$ cat src/rtl/multicycle_ctrl.sv
// Multi-cycle LEGv8 control sequencer: FETCH/DECODE/EXEC/MEM/WB with NZVC
// flag register, PC update command and a memory-handshake timeout watchdog.
module multicycle_ctrl #(
  parameter int unsigned MEM_TIMEOUT = 16
) (
  input  logic        clk,
  input  logic        reset_n,
  input  logic [31:0] instr,
  input  logic        instr_valid,
  output logic        instr_ready,
  input  logic        zero,
  input  logic        negative,
  input  logic        overflow,
  input  logic        carry_out,
  input  logic        mem_ready,
  output logic        mem_req,
  output logic        Reg2Loc,
  output logic        RegWrite,
  output logic        MemWrite,
  output logic        MemToReg,
  output logic        immSel,
  output logic        ALUsrc,
  output logic [2:0]  ALUop,
  output logic [3:0]  LDURBsel,
  output logic        pc_en,
  output logic [1:0]  pc_sel,
  output logic [3:0]  flags,
  output logic        instr_done,
  output logic        error
);

  localparam int unsigned INSTR_W = 32;
  localparam int unsigned CNT_W   = 8;

  typedef enum logic [2:0] {
    S_FETCH, S_DECODE, S_EXEC, S_MEM, S_WB, S_ERROR
  } state_t;

  typedef enum logic [3:0] {
    I_ILL, I_ADDI, I_ADDS, I_SUBS, I_LDUR, I_LDURB,
    I_STUR, I_STURB, I_B, I_CBZ, I_BLT
  } iclass_t;

  state_t             state, state_nx;
  logic [INSTR_W-1:0] ir;
  logic [CNT_W-1:0]   mem_cnt, mem_cnt_nx;
  iclass_t            icls;

  logic is_load, is_store, is_mem, is_byte, is_branch, is_flagset;
  logic mem_timeout;
  logic ex_reg2loc, ex_immsel, ex_alusrc;
  logic [2:0] ex_aluop;
  logic unused_ir_bits;

  // Register-index and immediate fields are consumed by the datapath, not here
  assign unused_ir_bits = ^ir[20:5];

  // Opcode classification of the latched instruction
  always_comb begin
    icls = I_ILL;
    if (ir[31:22] == 10'b1001000100)                          icls = I_ADDI;
    else if (ir[31:21] == 11'b10101011000)                    icls = I_ADDS;
    else if (ir[31:21] == 11'b11101011000)                    icls = I_SUBS;
    else if (ir[31:21] == 11'b11111000010)                    icls = I_LDUR;
    else if (ir[31:21] == 11'b00111000010)                    icls = I_LDURB;
    else if (ir[31:21] == 11'b11111000000)                    icls = I_STUR;
    else if (ir[31:21] == 11'b00111000000)                    icls = I_STURB;
    else if (ir[31:26] == 6'b000101)                          icls = I_B;
    else if (ir[31:24] == 8'b10110100)                        icls = I_CBZ;
    else if (ir[31:24] == 8'b01010100 && ir[4:0] == 5'b01011) icls = I_BLT;
  end

  assign is_load    = (icls == I_LDUR) || (icls == I_LDURB);
  assign is_store   = (icls == I_STUR) || (icls == I_STURB);
  assign is_mem     = is_load || is_store;
  assign is_byte    = (icls == I_LDURB) || (icls == I_STURB);
  assign is_branch  = (icls == I_B) || (icls == I_CBZ) || (icls == I_BLT);
  assign is_flagset = (icls == I_ADDS) || (icls == I_SUBS);

  assign mem_timeout = (mem_cnt == CNT_W'(MEM_TIMEOUT - 1));

  // Operand/ALU controls set up in EXEC and held through MEM and WB
  always_comb begin
    ex_reg2loc = 1'b0;
    ex_immsel  = 1'b0;
    ex_alusrc  = 1'b0;
    ex_aluop   = 3'b000;
    unique case (icls)
      I_ADDI: begin
        ex_alusrc = 1'b1;
        ex_immsel = 1'b1;
        ex_aluop  = 3'b010;
      end
      I_ADDS: begin
        ex_reg2loc = 1'b1;
        ex_aluop   = 3'b010;
      end
      I_SUBS: begin
        ex_reg2loc = 1'b1;
        ex_aluop   = 3'b011;
      end
      I_LDUR, I_LDURB, I_STUR, I_STURB: begin
        ex_alusrc = 1'b1;
        ex_aluop  = 3'b010;
      end
      default: ;
    endcase
  end

  // State, latched instruction, flags and MEM wait counter
  always_ff @(posedge clk or negedge reset_n) begin
    if (!reset_n) begin
      state   <= S_FETCH;
      ir      <= '0;
      flags   <= 4'b0000;
      mem_cnt <= '0;
    end else begin
      state   <= state_nx;
      mem_cnt <= mem_cnt_nx;
      if (state == S_FETCH && instr_valid) ir <= instr;
      if (state == S_EXEC && is_flagset) flags <= {negative, zero, overflow, carry_out};
    end
  end

  // Next state and datapath control outputs
  always_comb begin
    state_nx    = state;
    instr_ready = 1'b0;
    mem_req     = 1'b0;
    Reg2Loc     = 1'b0;
    RegWrite    = 1'b0;
    MemWrite    = 1'b0;
    MemToReg    = 1'b0;
    immSel      = 1'b0;
    ALUsrc      = 1'b0;
    ALUop       = 3'b000;
    LDURBsel    = 4'd0;
    pc_en       = 1'b0;
    pc_sel      = 2'b00;
    instr_done  = 1'b0;
    error       = 1'b0;

    if (state == S_EXEC || state == S_MEM || state == S_WB) begin
      Reg2Loc = ex_reg2loc;
      immSel  = ex_immsel;
      ALUsrc  = ex_alusrc;
      ALUop   = ex_aluop;
    end

    unique case (state)
      S_FETCH: begin
        instr_ready = 1'b1;
        if (instr_valid) state_nx = S_DECODE;
      end
      S_DECODE: begin
        state_nx = (icls == I_ILL) ? S_ERROR : S_EXEC;
      end
      S_EXEC: begin
        if (is_branch) begin
          pc_en      = 1'b1;
          instr_done = 1'b1;
          if (icls == I_B)        pc_sel = 2'b01;
          else if (icls == I_CBZ) pc_sel = zero ? 2'b10 : 2'b00;
          else                    pc_sel = (flags[3] != flags[1]) ? 2'b10 : 2'b00;
          state_nx = S_FETCH;
        end else if (is_mem) begin
          state_nx = S_MEM;
        end else begin
          state_nx = S_WB;
        end
      end
      S_MEM: begin
        mem_req  = 1'b1;
        MemWrite = is_store;
        LDURBsel = is_byte ? 4'd1 : 4'd8;
        if (mem_ready) begin
          if (is_store) begin
            pc_en      = 1'b1;
            instr_done = 1'b1;
            state_nx   = S_FETCH;
          end else begin
            state_nx = S_WB;
          end
        end else if (mem_timeout) begin
          state_nx = S_ERROR;
        end
      end
      S_WB: begin
        RegWrite   = 1'b1;
        MemToReg   = is_load;
        pc_en      = 1'b1;
        instr_done = 1'b1;
        state_nx   = S_FETCH;
      end
      S_ERROR: begin
        error = 1'b1;
      end
      default: begin
        state_nx = S_ERROR;
      end
    endcase
  end

  // Wait counter runs only while staying in MEM; any exit clears it
  always_comb begin
    mem_cnt_nx = '0;
    if (state == S_MEM && state_nx == S_MEM) mem_cnt_nx = mem_cnt + CNT_W'(1);
  end

endmodule

$ cat config.mk
export PLATFORM = sky130hd
export DESIGN_NAME = multicycle_ctrl
export DESIGN_NICKNAME = d
export VERILOG_FILES = /design/src/rtl/multicycle_ctrl.sv
export SDC_FILE = /design/constraint.sdc
export NUM_CORES = 1
export LEC_CHECK = 0
export CAP_MARGIN = 15
export CORE_UTILIZATION = 48
export CTS_CLUSTER_DIAMETER = 40
export DETAILED_ROUTE_END_ITERATION = 7
export PLACE_DENSITY = 0.89
export SYNTH_ARGS = -nofsm -noshare
export SYNTH_HDL_FRONTEND = slang
export SYNTH_SLANG_ARGS = --single-unit
$ cat constraint.sdc
create_clock -name clk -period 2.8 [get_ports clk]
set_clock_uncertainty 0.05 [all_clocks]
set_input_delay 0.28 -clock clk [delete_from_list [all_inputs] [get_ports clk]]
set_output_delay 0.28 -clock clk [all_outputs]
set_load 0.02 [all_outputs]
==> summary.txt <==
first-pass iteration count of the detailed router = 4
post-place instance area = 0.00226 mm²
Initial Util = 51.1%
critical path endpoint category = output pin
top-count cell post-synth = dfrtp_1
IO Pins = 64
worst slew pin tran = 0.696 ns
Cells after Synth = 168
clock buffer count from CTS = 5
die width = 62.3 µm
Max rail drop VDD = 0.282 mV
crit start category = flip-flop
Synth area leader = dfrtp_1
crit path time final = 2.70 ns
Clock Latency Late Sink = 0.34 ns
Synth warnings = 0
Post-synth EDFFs = 0
# setup viols final = 0
top_reg_cell synth = dfrtp_1
Post-DP HPWL = 2720 µm
Critical Path RT = 2.47 ns
Die Ht = 62.3 µm
share of the synthesized area in the top cell type = 44.4%
sequential area share after synthesis = 44.4%
WS Path Type = reg -> out
DRT iter0 DRCs = 61
Yosys reg bits = 31
die area = 0.00388 mm²
Antenna diodes = 0
async set-or-reset flop fraction in the synthesized netlist = 100%
Layout Nets = 264
Comb pwr share = 6.5%
final std cell area, no fill = 0.00241 mm²
worst slack at placement = 0.0962 ns
Root Buffer = clkbuf_4
area delta synth->final = 37.8%
CTS clk-pin slew, worst paths = 0.10 ns
pwr/cell area = 394 mW/mm²
CTS sink count = 31
Routed wire per std cell = 14.8 µm
Slew Limit Fails = 0
P_sw = 180 µW
synthesized area = 0.00175 mm²
Switching Fraction = 19.0%
vias in the first global route = 1384
Int Pwr = 767 µW
share of cells above drive strength 1 = 23.2%
ANT nets after route = 0
final hold violations = 0
HP Class = in -> async
H-tree levels = 2
R2R Path Start = ir[31]
CTS tree = yes
Clk pwr share = 45.7%
clk buf depth = 2
hold buffers post-CTS = 0
largest net degree at the start of global routing = 32
status = complete, no violations
Std-Cell Rows = 21
Highest Clock Rate = 0.371 GHz
synth top area cells = dfrtp_1 (44%), mux2_2 (12%), nor2_1 (4.5%), xnor2_1 (2.5%), nand2_1 (1.9%)
number of port buffers = 44
Pleak = 1.17 nW
RD Place Congestion = 0.895
utilization after layout = 70.4%
count of cell types in the netlist = 45
post-route setup slack = 0.103 ns
Total GRT Usage = 21.9%
DR vias = 1522
max cap viols = 0
Commonest cells post-synth = dfrtp_1 (31), nor2_1 (21), mux2_2 (18), nand2_1 (9)
slew margin rel. = 53.6%
CP Max Fanout = 6
DRC = 0
Final period util = 96.3%
initial antenna violation count = 0
GR Overflow Total = 0
synthesized area per cell = 10.4 µm²
Crit. Startpoint = ir[30]
Reg power frac = 47.8%
final WL = 3990 µm
drt via density = 5.64
worst path arrival time = 2.37 ns
core box area = 0.00342 mm²
first-pass GRT wire length = 6580 µm
[timing repair]
action,in CTS,in global routing
setup buffers,1,2
cloned,0,0
setup endpoints to repair,7,6
pin swaps,2,2
gates resized for setup,9,10
[path summary, 6_finish.rpt]
path	endpoint	slack, ns	depth (start not counted)
setup / recovery	instr_done	0.10	6
hold / removal	mem_cnt[1]	0.27	2
setup reg to reg	state[1]	0.66	7
hold reg to reg	mem_cnt[0]	0.41	1
max in group asynchronous	ir[30]	2.13	2
min in group clk	mem_cnt[0]	0.41	1
[final cells by class]
cell class,instances,area (µm²)
Multi-Input combinational cell,125,938
Tap cell,46,57.6
Clock inverter,2,60.1
Inverter,6,22.5
Timing Repair Buffer,54,508
Sequential cell,31,778
Fill cell,249,1010
Clock buffer,6,41.3
[cell usage in the layout, fill, tap and decap left out, types with 3 or more instances in the layout]
master	netlist	routed
dfrtp_1	31	29
nand3_1	5	5
a21oi_1	3	3
dlymetal6s2s_1	0	3
nor3_1	3	3
buf_4	4	10
clkdlybuf4s50_1	0	35
mux2_2	18	18
dlygate4sd2_1	0	4
clkbuf_4	0	5
conb_1	1	3
nand2b_1	3	3
nor2b_1	3	3
nand3b_1	3	3
a211oi_1	3	3
nand2_1	9	9
nand4_1	3	3
o21ai_0	6	6
xnor2_1	5	5
nor2_1	21	21
inv_1	6	6
and3_1	4	4
[routing by layer]
metal	up-vias	GRT usage [%]	routed length [µm]
met3	15	5.51	278
met1	727	27.6	1580
met5	-	0	0
li1	702	-	-
met4	0	10.2	120
met2	78	35.4	2010
[cell families (layout without fill, tap and decap cells)]
| logic type | count (synthesis) | after routing | synth area share [%] |
|---|---|---|---|
| AOI/OAI and AO/OA | 18 | 18 | 7.02 |
| xor gates and xnor gates | 8 | 8 | 4.44 |
| adders and majority gates | 1 | 1 | 0.716 |
| buffers and inverters | 14 | 68 | 4.01 |
| DFF | 31 | 31 | 44.4 |
| muxes | 18 | 18 | 11.6 |
| other | 1 | 3 | 0.215 |
| and+or+nand+nor | 77 | 77 | 27.6 |
[through the flow]
step | cells | TNS (ns) | power [mW] | hold slack [ns]
6_report | 270 | 0 | 0.948 | 0.271
2_1_floorplan | 170 | 0 | 0.478 | -0.0656
5_1_grt | 270 | -0.0463 | 0.983 | 0.285
3_5_place_dp | 259 | 0 | 0.524 | 0.402
4_1_cts | 268 | 0 | 0.955 | 0.274
3_3_place_gp | 259 | 0 | 0.523 | 0.391
[power by group through the flow]
stage | sequential, mW | combinational, mW | clock [mW]
2_1_floorplan | 0.465 | 0.0131 | 0
5_1_grt | 0.453 | 0.0671 | 0.463
6_report | 0.452 | 0.0620 | 0.433
4_1_cts | 0.453 | 0.0629 | 0.440
3_3_place_gp | 0.461 | 0.0621 | 0
3_5_place_dp | 0.461 | 0.0628 | 0
[critical path, cell delays in order (launching register included)]
cell and delay [ns]:
dfrtp_2 0.48, and3b_2 0.23, and4_1 0.22, or3b_2 0.49, nand2_1 0.14, nand3b_1 0.13, dlygate4sd2_1 0.35
[registers in the layout, summed over array words and instances (netlist names)]
name     cells
flags        4
ir          16
mem_cnt      8
state        3
Note: power is estimated with default switching activity, not from simulation.
